===== config.mk =====
export PLATFORM = sky130hd
export DESIGN_NAME = multicycle_ctrl
export DESIGN_NICKNAME = d
export VERILOG_FILES = /design/src/rtl/multicycle_pkg.sv /design/src/rtl/mc_op_class.sv /design/src/rtl/multicycle_ctrl.sv
export SDC_FILE = /design/constraint.sdc
export NUM_CORES = 1
export LEC_CHECK = 0
export CORE_UTILIZATION = 38
export DETAILED_ROUTE_END_ITERATION = 8
export PLACE_DENSITY = 0.74
export SETUP_SLACK_MARGIN = 0.5
export SYNTH_ARGS = -nofsm -noshare
export SYNTH_HDL_FRONTEND = slang
export SYNTH_SLANG_ARGS = --single-unit

===== constraint.sdc =====
create_clock -name clk_i -period 1.5 [get_ports clk_i]
set_input_delay 0.3 -clock clk_i [delete_from_list [all_inputs] [get_ports clk_i]]
set_output_delay 0.3 -clock clk_i [all_outputs]
set_load 0.05 [all_outputs]

===== src/rtl/multicycle_pkg.sv =====
// rtl/multicycle_pkg.sv - shared states, opcode constants and ALUOp encodings for multicycle_ctrl
package multicycle_pkg;

  typedef enum logic [2:0] {
    S_IDLE   = 3'd0,
    S_FETCH  = 3'd1,
    S_DECODE = 3'd2,
    S_EXEC   = 3'd3,
    S_MUL    = 3'd4,
    S_WB     = 3'd5
  } state_t;

  // CLS_ALU_R is the all-zero encoding so a reset op register reads as a plain ALU op
  typedef enum logic [1:0] {
    CLS_ALU_R = 2'd0,
    CLS_ALU_I = 2'd1,
    CLS_MUL   = 2'd2,
    CLS_NOP   = 2'd3
  } op_class_t;

  localparam logic [6:0] OP_RTYPE   = 7'b0110011;
  localparam logic [6:0] OP_ITYPE   = 7'b0010011;
  localparam logic [6:0] FUNCT7_MUL = 7'b0000001;

  localparam logic [1:0] ALUOP_ADD = 2'b00;
  localparam logic [1:0] ALUOP_R   = 2'b10;
  localparam logic [1:0] ALUOP_I   = 2'b11;

  // ALUOp driven while an instruction of the given class sits in EXEC or WB
  function automatic logic [1:0] alu_op_for(input op_class_t cls);
    case (cls)
      CLS_ALU_R: alu_op_for = ALUOP_R;
      CLS_ALU_I: alu_op_for = ALUOP_I;
      default:   alu_op_for = ALUOP_ADD;
    endcase
  endfunction

endpackage


===== src/rtl/mc_op_class.sv =====
// rtl/mc_op_class.sv - opcode/funct7 classifier; MUL class only when MULTICYCLE_MUL_EN is defined
module mc_op_class
  import multicycle_pkg::*;
(
  input  logic [6:0] i_op,
  input  logic [6:0] i_funct7,
  output op_class_t  o_class
);

`ifndef MULTICYCLE_MUL_EN
  logic w_unused_funct7;
  assign w_unused_funct7 = ^i_funct7;
`endif

  // anything that is neither R-type nor I-type retires nothing and is treated as a NOP
  always_comb begin
    o_class = CLS_NOP;
    if (i_op == OP_RTYPE) begin
`ifdef MULTICYCLE_MUL_EN
      o_class = (i_funct7 == FUNCT7_MUL) ? CLS_MUL : CLS_ALU_R;
`else
      o_class = CLS_ALU_R;
`endif
    end else if (i_op == OP_ITYPE) begin
      o_class = CLS_ALU_I;
    end
  end

endmodule


===== src/rtl/multicycle_ctrl.sv =====
// rtl/multicycle_ctrl.sv - multi-cycle RV32 sequencer (FETCH/DECODE/EXEC|MUL/WB); MUL path under MULTICYCLE_MUL_EN
module multicycle_ctrl
  import multicycle_pkg::*;
#(
  parameter int CNT_W       = 16,
  parameter int MUL_TIMEOUT = 32
) (
  input  logic             clk_i,
  input  logic             rst_i,
  input  logic             start_i,
  input  logic [6:0]       Op_i,
  input  logic [6:0]       Funct7_i,
  input  logic             MulDone_i,
  output logic             PCWrite_o,
  output logic             IRWrite_o,
  output logic             ALUSrc_o,
  output logic [1:0]       ALUOp_o,
  output logic             RegWrite_o,
  output logic             MulStart_o,
  output logic             Busy_o,
  output logic             Err_o,
  output logic [CNT_W-1:0] RetireCnt_o
);

  state_t           r_state;
  op_class_t        r_cls;
  logic [CNT_W-1:0] r_retire;
  op_class_t        w_cls;

  mc_op_class u_op_class (
    .i_op     (Op_i),
    .i_funct7 (Funct7_i),
    .o_class  (w_cls)
  );

`ifdef MULTICYCLE_MUL_EN
  localparam int WAIT_W = (MUL_TIMEOUT > 2) ? $clog2(MUL_TIMEOUT) : 1;
  localparam logic [WAIT_W-1:0] WAIT_TC = WAIT_W'(MUL_TIMEOUT - 1);

  logic [WAIT_W-1:0] r_wait;
  logic              r_timeout;
  logic              r_err;
  logic              w_mul_done;
  logic              w_mul_tc;

  // a done in the first MUL cycle belongs to no request of ours and is dropped
  assign w_mul_done = MulDone_i && (r_wait != '0);
  assign w_mul_tc   = (r_wait == WAIT_TC);
`else
  localparam int unused_mul_timeout = MUL_TIMEOUT;
  logic w_unused_mul_done;
  assign w_unused_mul_done = MulDone_i;
`endif

  // state sequencing, op register, retire counter and multiplier wait/timeout tracking
  always_ff @(posedge clk_i) begin
    if (rst_i) begin
      r_state   <= S_IDLE;
      r_cls     <= CLS_ALU_R;
      r_retire  <= '0;
`ifdef MULTICYCLE_MUL_EN
      r_wait    <= '0;
      r_timeout <= 1'b0;
      r_err     <= 1'b0;
`endif
    end else begin
      case (r_state)
        S_IDLE: begin
          if (start_i) r_state <= S_FETCH;
        end
        S_FETCH: begin
          // the op register is captured as DECODE is entered so every DECODE
          // output is a function of registered state alone
          r_cls     <= w_cls;
`ifdef MULTICYCLE_MUL_EN
          r_timeout <= 1'b0;
`endif
          r_state   <= S_DECODE;
        end
        S_DECODE: begin
          case (r_cls)
            CLS_NOP: r_state <= start_i ? S_FETCH : S_IDLE;
`ifdef MULTICYCLE_MUL_EN
            CLS_MUL: begin
              r_wait  <= '0;
              r_state <= S_MUL;
            end
`endif
            default: r_state <= S_EXEC;
          endcase
        end
        S_EXEC: begin
          r_state <= S_WB;
        end
`ifdef MULTICYCLE_MUL_EN
        S_MUL: begin
          r_wait <= r_wait + WAIT_W'(1);
          if (w_mul_done) begin
            r_state <= S_WB;
          end else if (w_mul_tc) begin
            r_err     <= 1'b1;
            r_timeout <= 1'b1;
            r_state   <= S_WB;
          end
        end
`endif
        S_WB: begin
`ifdef MULTICYCLE_MUL_EN
          if (!r_timeout) r_retire <= r_retire + CNT_W'(1);
`else
          r_retire <= r_retire + CNT_W'(1);
`endif
          r_state <= start_i ? S_FETCH : S_IDLE;
        end
        default: r_state <= S_IDLE;
      endcase
    end
  end

  // Moore output decode from the state and op registers only
  always_comb begin
    PCWrite_o  = 1'b0;
    IRWrite_o  = 1'b0;
    ALUSrc_o   = 1'b0;
    ALUOp_o    = ALUOP_ADD;
    RegWrite_o = 1'b0;
    MulStart_o = 1'b0;
    case (r_state)
      S_FETCH:  IRWrite_o = 1'b1;
      S_DECODE: PCWrite_o = (r_cls == CLS_NOP);
      S_EXEC: begin
        ALUSrc_o = (r_cls == CLS_ALU_I);
        ALUOp_o  = alu_op_for(r_cls);
      end
`ifdef MULTICYCLE_MUL_EN
      S_MUL:    MulStart_o = (r_wait == '0);
`endif
      S_WB: begin
        ALUSrc_o  = (r_cls == CLS_ALU_I);
        ALUOp_o   = alu_op_for(r_cls);
        PCWrite_o = 1'b1;
`ifdef MULTICYCLE_MUL_EN
        RegWrite_o = !r_timeout;
`else
        RegWrite_o = 1'b1;
`endif
      end
      default: ;
    endcase
  end

  assign Busy_o      = (r_state != S_IDLE);
  assign RetireCnt_o = r_retire;
`ifdef MULTICYCLE_MUL_EN
  assign Err_o = r_err;
`else
  assign Err_o = 1'b0;
`endif

endmodule


==> impl_metrics.csv, run 1 <==
group,metric,value,unit
floorplan,io_pins,43,
status,failed_stage,"global routing (5_1_grt)",
yosys,ys_seq_elements,21,
grt,grt_max_degree,14,
yosys,yosys.cell_types.count,37,
clock_tree,hold_buffers,0,
floorplan,dieWidth,54.5,µm
clock_tree,clock-sinks,21,
yosys,netlist_area,1050,µm²
timing,grt-worst-endpoint,"ALUOp_o[0]",
timing,worst-ep-kind,"primary output",
yosys,synthXorXnorAreaFrac,7.52,%
yosys,synth_compound_area_share,12.1,%
yosys,synthCells,123,
yosys,ys_warn_count,0,
floorplan,die_height,54.5,µm
yosys,synth.avg_cell_area,8.52,µm²
yosys,synth_top_family_by_area,"simple AND/OR/NAND/NOR gates",
status,firstError,"[ERROR DPL-0033] detailed placement checks failed during check placement.",
yosys,synth_simple_gate_area_share,31.1,%
yosys,synthMuxAreaShare,1.07,%
clock_tree,cts_root_buffer,"clkbuf_4",
yosys,ys_async_sr_fraction,0,%
placed_design,gp_congestion,0.762,
clock_tree,cts.path.max_buffers,2,
floorplan,fp-row-count,18,
grt,antenna_found_initial,0,
placed_design,place_inst,202,
status,status,"aborted with a tool error",
yosys,synth_fa_ha_area_share,1.19,%
clock_tree,h-tree-depth,1,
floorplan,initial_utilization,41.2,%
yosys,seq_area_frac_synth,40.1,%
clock_tree,cts_buffers,3,
placed_design,dpl.hpwl,2200,µm
yosys,synth_edf_count,0,
placed_design,portBuffers,32,
yosys,synth_ff_type,"dfxtp_1",
[logic make-up after synthesis]
kind of cell             count (synthesis)
AND/OR/NAND/NOR                         57
flip-flops                              21
AO/OA/AOI/OAI                           20
buffers and inverters                   13
XOR/XNOR                                 9
adder cells (fa/ha/maj)                  1
other                                    1
multiplexers                             1
[synth_stat cells (2+ instances only)]
cell type | count | share of area [%]
nor3b_1 | 2 | 1.4
nor3_1 | 3 | 1.4
nand3_1 | 3 | 1.4
nor4_1 | 3 | 1.8
buf_4 | 5 | 3.6
inv_1 | 4 | 1.4
or4_1 | 4 | 2.9
nand4_1 | 3 | 1.8
o21ai_0 | 2 | 0.95
clkbuf_1 | 2 | 0.72
nor2_1 | 13 | 4.7
a21oi_1 | 9 | 4.3
xor2_1 | 3 | 2.5
xnor2_1 | 6 | 5.0
or3_1 | 3 | 1.8
o31ai_1 | 5 | 3.6
dfxtp_1 | 21 | 40
nand2_1 | 10 | 3.6
nand2b_1 | 3 | 1.8
nand3b_1 | 2 | 1.4
[repair_timing]
action | CTS
endpoints found under the setup margin | 44
setup buffers | 18
gates cloned | 0
gates resized for setup | 52
pin swaps | 24
[through the flow]
step	setup WS (ps)	util, %	cell area (µm²)
4_1_cts	-273	91.5	2330
3_5_place_dp	-109	76.5	1950
2_1_floorplan	-410	-	1250
3_3_place_gp	-74.9	76.5	1950
==> run 2, diff against run 1 <==
--- a/config.mk
+++ b/config.mk
@@ -5,10 +5,10 @@
 export SDC_FILE = /design/constraint.sdc
 export NUM_CORES = 1
 export LEC_CHECK = 0
-export CORE_UTILIZATION = 38
+export CORE_AREA = 2 2 63 65
 export DETAILED_ROUTE_END_ITERATION = 8
-export PLACE_DENSITY = 0.74
-export SETUP_SLACK_MARGIN = 0.5
+export DIE_AREA = 0 0 65 67
+export PLACE_DENSITY_LB_ADDON = 0.15
 export SYNTH_ARGS = -nofsm -noshare
 export SYNTH_HDL_FRONTEND = slang
 export SYNTH_SLANG_ARGS = --single-unit
==> constraint.sdc (replaced) <==
create_clock -name clk_i -period 1.95 [get_ports clk_i]
set_input_delay 0.39 -clock clk_i [delete_from_list [all_inputs] [get_ports clk_i]]
set_output_delay 0.39 -clock clk_i [all_outputs]
set_load 0.05 [all_outputs]
==> run 2 against run 1 <==
  * Synthesized cell count is the same
  * The flow now finishes without violations
  * Area after synthesis is the same
==> impl_metrics.csv, run 2 <==
group,metric,value,unit
worst_setup_path,startpoint,"RetireCnt_o[3]$_SDFFE_PP0N_",
placed_design,gp_congestion,0.698,
worst_setup_path,worstPathCellList,"clkdlybuf4s50_1",
yosys,synth_most_common_cell,"dfxtp_1",
yosys,ys_async_sr_fraction,0,%
finish,largest_reg_flops,16,
worst_setup_path,endpoint_kind,"output pin",
yosys,yosys.cell_types.count,37,
worst_setup_path,crit_buf_inv,1,
worst_setup_path,path_delay_family,"buffers and inverters",
flow_run,drv_cap,0,
clock_tree,cts_buffers,3,
power,pwr_density_cell,589,nW/µm²
power,ir_worst_vdd,0.404,mV
clock_tree,path_clk_slew,80,ps
finish,nNetsFinal,174,
placed_design,dpl.hpwl,1710,µm
min_path,hold_start,"RetireCnt_o[15]$_SDFFE_PP0N_",
worst_setup_path,rrSetupSlack,200,ps
status,status,"finished, final reports clean",
worst_setup_path,rr_worst_depth,4,
drt,avgRoutedWirePerCell,12.1,µm
floorplan,die_height,67,µm
power,p_leak,0.547,nW
yosys,ys_warn_count,0,
placed_design,portBuffers,32,
worst_setup_path,worstPathArrival,1490,ps
worst_setup_path,startpoint_type,"flop",
timing,max-slew-margin-rel,66.8,%
grt,grtUsageTotal,12.6,%
timing,whs,495,ps
placed_design,place_inst,198,
timing,slew_violations,0,
yosys,synthCells,123,
clock_tree,cts_root_buffer,"clkbuf_8",
clock_tree,clock-sinks,21,
timing,timing.fmax,532,MHz
yosys,yosys.area.top_type,"dfxtp_1",
finish,layout_common_cells,"clkdlybuf4s50_1 (19), nor2_1 (12), dfxtp_1 (11)",
grt,grt_max_degree,21,
clock_tree,clk_latency,260,ps
finish,syn_to_final_growth,45.2,%
timing,min_period,1880,ps
floorplan,dieArea,4360,µm²
finish,fin_area,1520,µm²
drt,vias,960,
grt,antenna_found_initial,0,
floorplan,fp-row-count,22,
finish,drive_gt1_share,25.3,%
yosys,synth_ff_type,"dfxtp_1",
clock_tree,post_cts_buffers,0,
yosys,synth.avg_cell_area,8.52,µm²
finish,final_common_cell,"clkdlybuf4s50_1",
worst_setup_path,cp_data_required_time,1560,ps
timing,worstMarginPinSlew,497,ps
worst_setup_path,r2r-end,"RetireCnt_o[15]$_SDFFE_PP0N_",
placed_design,dpl_cell_area,1470,µm²
drt,viasPerCell,4.75,
grt,grt_overflow,0,
drt,drcViolationCount,0,
finish,fin_cells,202,
worst_setup_path,critPathSlowestCell,"clkdlybuf4s50_1",
min_path,hold_end,"RetireCnt_o[15]$_SDFFE_PP0N_",
yosys,seq_area_frac_synth,40.1,%
clock_tree,cts.path.max_buffers,2,
finish,antenna_cells,0,
drt,finalWirelength,2450,µm
floorplan,core_area,3610,µm²
finish,fillCellCount,363,
floorplan,io_pins,43,
timing,final-hold-violation-count,0,
worst_setup_path,path_class,"reg -> out",
timing,post-route-period-util,96.4,%
drt,drtAntennaViolNets,0,
timing,setup_viol,0,
worst_setup_path,reg2reg_from,"RetireCnt_o[3]$_SDFFE_PP0N_",
yosys,synth_edf_count,0,
clock_tree,h-tree-depth,1,
clock_tree,cts_tree,"done",
timing,tns,0,ps
worst_setup_path,slowest_delay,820,ps
yosys,synth_area_leaders,"dfxtp_1 (40%), xnor2_1 (5.0%), nor2_1 (4.7%), a21oi_1 (4.3%), buf_4 (3.6%)",
min_path,hold_depth,2,
grt,grt_pass1_vias,960,
floorplan,dieWidth,65,µm
drt,drt-initial-drc-count,53,
yosys,netlist_area,1050,µm²
finish,final_core_util,42.2,%
yosys,yosys.area.top_type_share,40.1,%
floorplan,initial_utilization,29.1,%
drt,drtPass1Iterations,4,
grt,grt_pass1_wl,4240,µm
timing,rsz0062_at_grt,"false",
timing,clock_skew,1.39,ps
min_path,hold_path_class,"reg -> reg",
yosys,ys_seq_elements,21,
yosys,ys_top_cells_by_count,"dfxtp_1 (21), nor2_1 (13), nand2_1 (10), a21oi_1 (9), xnor2_1 (6)",
worst_setup_path,crit_fanout,6,
==> run 2: routing by layer <==
layer | track usage [%] | up-vias | wire length (µm)
met5 | 0 | - | 0
met4 | 3.99 | 0 | 19
met3 | 4.05 | 2 | 120
met2 | 21.3 | 17 | 1200
met1 | 15.0 | 448 | 1110
li1 | - | 493 | -
==> run 2: how the worst max path moves through the flow <==
stage	slack, ps	depth (start not counted)	end
floorplan	-200	5	ALUOp_o[0]
global placement	190	4	RetireCnt_o[13]$_SDFFE_PP0N_
detailed placement	160	4	RetireCnt_o[13]$_SDFFE_PP0N_
CTS	20	3	ALUOp_o[0]
global route	10	4	ALUOp_o[0]
finish	70	1	RetireCnt_o[3]
==> run 2: final cells by class <==
class	count	area, µm²	share of cell area [%]
Timing Repair Buffer	35	385	25.3
Sequential cell	21	433	28.4
Multi-Input combinational cell	90	583	38.3
Tap cell	48	60.1	3.94
Inverter	4	15.0	0.986
Clock inverter	1	5.00	0.329
Clock buffer	3	41.3	2.71
==> run 2: metrics by stage <==
stage / power, mW / setup slack (ps)
2_1_floorplan: 0.559 / -203
3_3_place_gp: 0.609 / 193
3_5_place_dp: 0.609 / 162
4_1_cts: 0.911 / 19.7
5_1_grt: 0.945 / 10.7
6_report: 0.897 / 70.6
==> run 2: logic make-up after synthesis <==
| family | after synthesis | share of synthesized area [%] |
|---|---|---|
| other cells | 1 | 0.358 |
| flops | 21 | 40.1 |
| simple gates | 57 | 31.1 |
| fa+ha+maj | 1 | 1.19 |
| mux | 1 | 1.07 |
| compound gates | 20 | 12.1 |
| buf+inv | 13 | 6.56 |
| xor+xnor | 9 | 7.52 |
==> run 2: repair_timing <==
action,4_1_cts,5_1_grt
gates cloned,0,0
resized for setup,1,3
hold buffers,0,0
endpoints found under the setup margin,2,4
==> run 2: where the power goes <==
part	internal, mW	switching (mW)
logic	0.0662	0.0762
registers	0.440	0.0198
clock network	0.143	0.153
total	0.649	0.249
Note: power is estimated with default switching activity, not from simulation.
==> run 3, diff against run 2 <==
--- a/config.mk
+++ b/config.mk
@@ -5,6 +5,7 @@
 export SDC_FILE = /design/constraint.sdc
 export NUM_CORES = 1
 export LEC_CHECK = 0
+export CAP_MARGIN = 20
 export CORE_AREA = 2 2 63 65
 export DETAILED_ROUTE_END_ITERATION = 8
 export DIE_AREA = 0 0 65 67
==> results of run 3 <==
Final layout, timing and power as in run 2 (identical DEF).
==> run 4, diff against run 3 <==
--- a/config.mk
+++ b/config.mk
@@ -5,6 +5,7 @@
 export SDC_FILE = /design/constraint.sdc
 export NUM_CORES = 1
 export LEC_CHECK = 0
+export ABC_AREA = 1
 export CAP_MARGIN = 20
 export CORE_AREA = 2 2 63 65
 export DETAILED_ROUTE_END_ITERATION = 8
==> run 4 against run 3 <==
  * Clock power fell by 3%
  * Power grew 2.3%
  * Area after synthesis is 6.9% higher
  * Clock skew about the same
  * Highest routed layer unchanged
  * Non-clock buffer count is the same
  * Critical path type unchanged
  * Global-route usage grew 0.33 points
  * Final area rose by 4.1%
==> impl_metrics.csv, run 4 <==
group,metric,value,unit
finish,syn_to_final_growth,41.4,%
worst_setup_path,critPathSlowestCell,"clkdlybuf4s50_1",
floorplan,die_height,67,µm
floorplan,dieArea,4360,µm²
clock_tree,clock-sinks,21,
timing,whs,498,ps
worst_setup_path,startpoint,"RetireCnt_o[1]$_SDFFE_PP0N_",
min_path,hold_path_class,"reg -> reg",
worst_setup_path,rrSetupSlack,620,ps
worst_setup_path,worstPathCellList,"clkdlybuf4s50_1",
finish,drive_gt1_share,20.8,%
timing,clock_skew,1.84,ps
worst_setup_path,crit_buf_inv,1,
power,ir_worst_vdd,0.267,mV
timing,post-route-period-util,94.7,%
grt,grt_overflow,0,
yosys,yosys.cell_types.count,25,
timing,min_period,1850,ps
floorplan,fp-row-count,22,
drt,finalWirelength,2500,µm
floorplan,initial_utilization,31.1,%
worst_setup_path,endpoint_kind,"output pin",
grt,grt_pass1_wl,4330,µm
power,p_leak,0.678,nW
yosys,synth_edf_count,0,
grt,use_met3,2.36,%
yosys,synthCells,167,
min_path,hold_start,"RetireCnt_o[9]$_SDFFE_PP0N_",
drt,avgRoutedWirePerCell,10.0,µm
drt,drt-initial-drc-count,82,
clock_tree,path_clk_slew,80,ps
yosys,ys_top_cells_by_count,"nand2_1 (35), inv_1 (27), nor2_1 (26), dfxtp_1 (21), a21oi_1 (9)",
finish,fin_area,1590,µm²
worst_setup_path,crit_fanout,4,
timing,setup_viol,0,
power,pwr_density_cell,579,nW/µm²
timing,timing.fmax,541,MHz
min_path,hold_depth,1,
worst_setup_path,r2r-end,"RetireCnt_o[10]$_SDFFE_PP0N_",
clock_tree,h-tree-depth,1,
placed_design,dpl.hpwl,1970,µm
clock_tree,clk_latency,260,ps
floorplan,core_area,3610,µm²
drt,viasPerCell,4.47,
floorplan,dieWidth,65,µm
timing,slew_violations,0,
yosys,synth_most_common_cell,"nand2_1",
finish,antenna_cells,0,
floorplan,io_pins,43,
worst_setup_path,path_delay_family,"buffers and inverters",
grt,grt_max_degree,14,
drt,drcViolationCount,0,
flow_run,drv_cap,0,
finish,layout_common_cells,"nand2_1 (35), inv_1 (27), nor2_1 (25)",
drt,drtAntennaViolNets,0,
finish,largest_reg_flops,16,
placed_design,dpl_cell_area,1510,µm²
clock_tree,cts_buffers,3,
yosys,synth.avg_cell_area,6.71,µm²
grt,met2_usage,19.7,%
yosys,yosys.area.top_type_share,37.5,%
yosys,netlist_area,1120,µm²
finish,nNetsFinal,222,
yosys,seq_area_frac_synth,37.5,%
worst_setup_path,startpoint_type,"flop",
yosys,synth_area_leaders,"dfxtp_1 (38%), nand2_1 (12%), inv_1 (9.0%), nor2_1 (8.7%), a21oi_1 (4.0%)",
clock_tree,cts_tree,"done",
grt,grt_busiest_layer,"met2",
grt,grtUsageTotal,12.9,%
placed_design,gp_congestion,0.791,
yosys,ys_seq_elements,21,
worst_setup_path,reg2reg_from,"r_state[1]$_SDFFE_PP0P_",
worst_setup_path,path_class,"reg -> out",
clock_tree,hold_buffers,0,
timing,tns,0,ps
timing,final-hold-violation-count,0,
drt,vias,1117,
grt,met1_usage,17.1,%
finish,fillCellCount,380,
yosys,yosys.area.top_type,"dfxtp_1",
placed_design,portBuffers,32,
worst_setup_path,slowest_delay,820,ps
min_path,hold_end,"RetireCnt_o[9]$_SDFFE_PP0N_",
worst_setup_path,rr_worst_depth,9,
worst_setup_path,worstPathArrival,1460,ps
finish,final_common_cell,"nand2_1",
clock_tree,cts.path.max_buffers,2,
yosys,synth_ff_type,"dfxtp_1",
yosys,ys_warn_count,0,
drt,drtPass1Iterations,4,
status,status,"finished, final reports clean",
grt,grt_pass1_vias,1006,
yosys,ys_async_sr_fraction,0,%
clock_tree,cts_root_buffer,"clkbuf_8",
grt,antenna_found_initial,0,
worst_setup_path,cp_data_required_time,1560,ps
==> run 4: cell types whose count changed after synthesis, moves of 4 or more <==
| cell | delta |
|---|---|
| nor2_4 | +4 |
| o21ai_0 | +4 |
| nor2_1 | +13 |
| or4_1 | -4 |
| o31ai_1 | -4 |
| inv_1 | +23 |
| nand2_1 | +25 |
| o21ai_1 | +4 |
| xnor2_1 | -6 |
==> run 4: where the power goes <==
group | total [mW] | internal (mW) | switching [mW]
combinational | 0.173 | 0.0687 | 0.104
sequential | 0.460 | 0.443 | 0.0164
clock | 0.286 | 0.142 | 0.144
==> run 4: per-stage QoR <==
stage	utilization [%]	power (mW)	setup slack (ps)	instances
after floorplan	-	0.571	-160	168
after global placement	41.8	0.631	273	244
after detailed placement	41.8	0.632	267	244
after CTS	43.3	0.924	41.1	248
after global routing	44.0	0.968	-2.09	250
final	44.0	0.918	102	250
==> run 4: kinds of logic (layout without fill, tap and decap cells) <==
group,Yosys count,in the layout,share of synthesized area (%)
adder cells (fa/ha/maj),1,1,1.12
XOR/XNOR,1,1,0.781
AND/OR/NAND/NOR,85,85,35.6
other,1,2,0.335
AO/OA/AOI/OAI,25,25,12.3
buffers and inverters,33,67,12.4
flip-flops,21,21,37.5
==> run 4: routing by layer <==
layer,up-vias,share of wire [%],wire length [µm]
met5,-,0,0
met4,0,1.8,45
li1,592,-,-
met2,23,46,1140
met1,498,48,1200
met3,4,4.7,117
==> run 4: cell type report <==
class / count / area (µm²) / area share, %
multi-input combinational: 114 / 579 / 36.5
sequential: 21 / 427 / 26.9
timing repair buffer: 35 / 368 / 23.2
inverter: 28 / 105 / 6.63
tap: 48 / 60.1 / 3.79
clock buffer: 3 / 41.3 / 2.60
clock inverter: 1 / 5.00 / 0.316
==> run 4: worst max path at each step <==
stage	end	slack [ps]	depth (start not counted)
final	RetireCnt_o[1]	100	1
after global placement	ALUSrc_o	270	7
after CTS	ALUOp_o[0]	40	7
after global routing	ALUSrc_o	-2	7
after detailed placement	ALUOp_o[0]	270	7
after floorplan	PCWrite_o	-160	3
==> run 4: repair_timing <==
| action | CTS | global route |
|---|---|---|
| resized for setup | 1 | 5 |
| endpoints found under the setup margin | 2 | 3 |
| setup buffers | 0 | 2 |
| pin swaps | 0 | 1 |
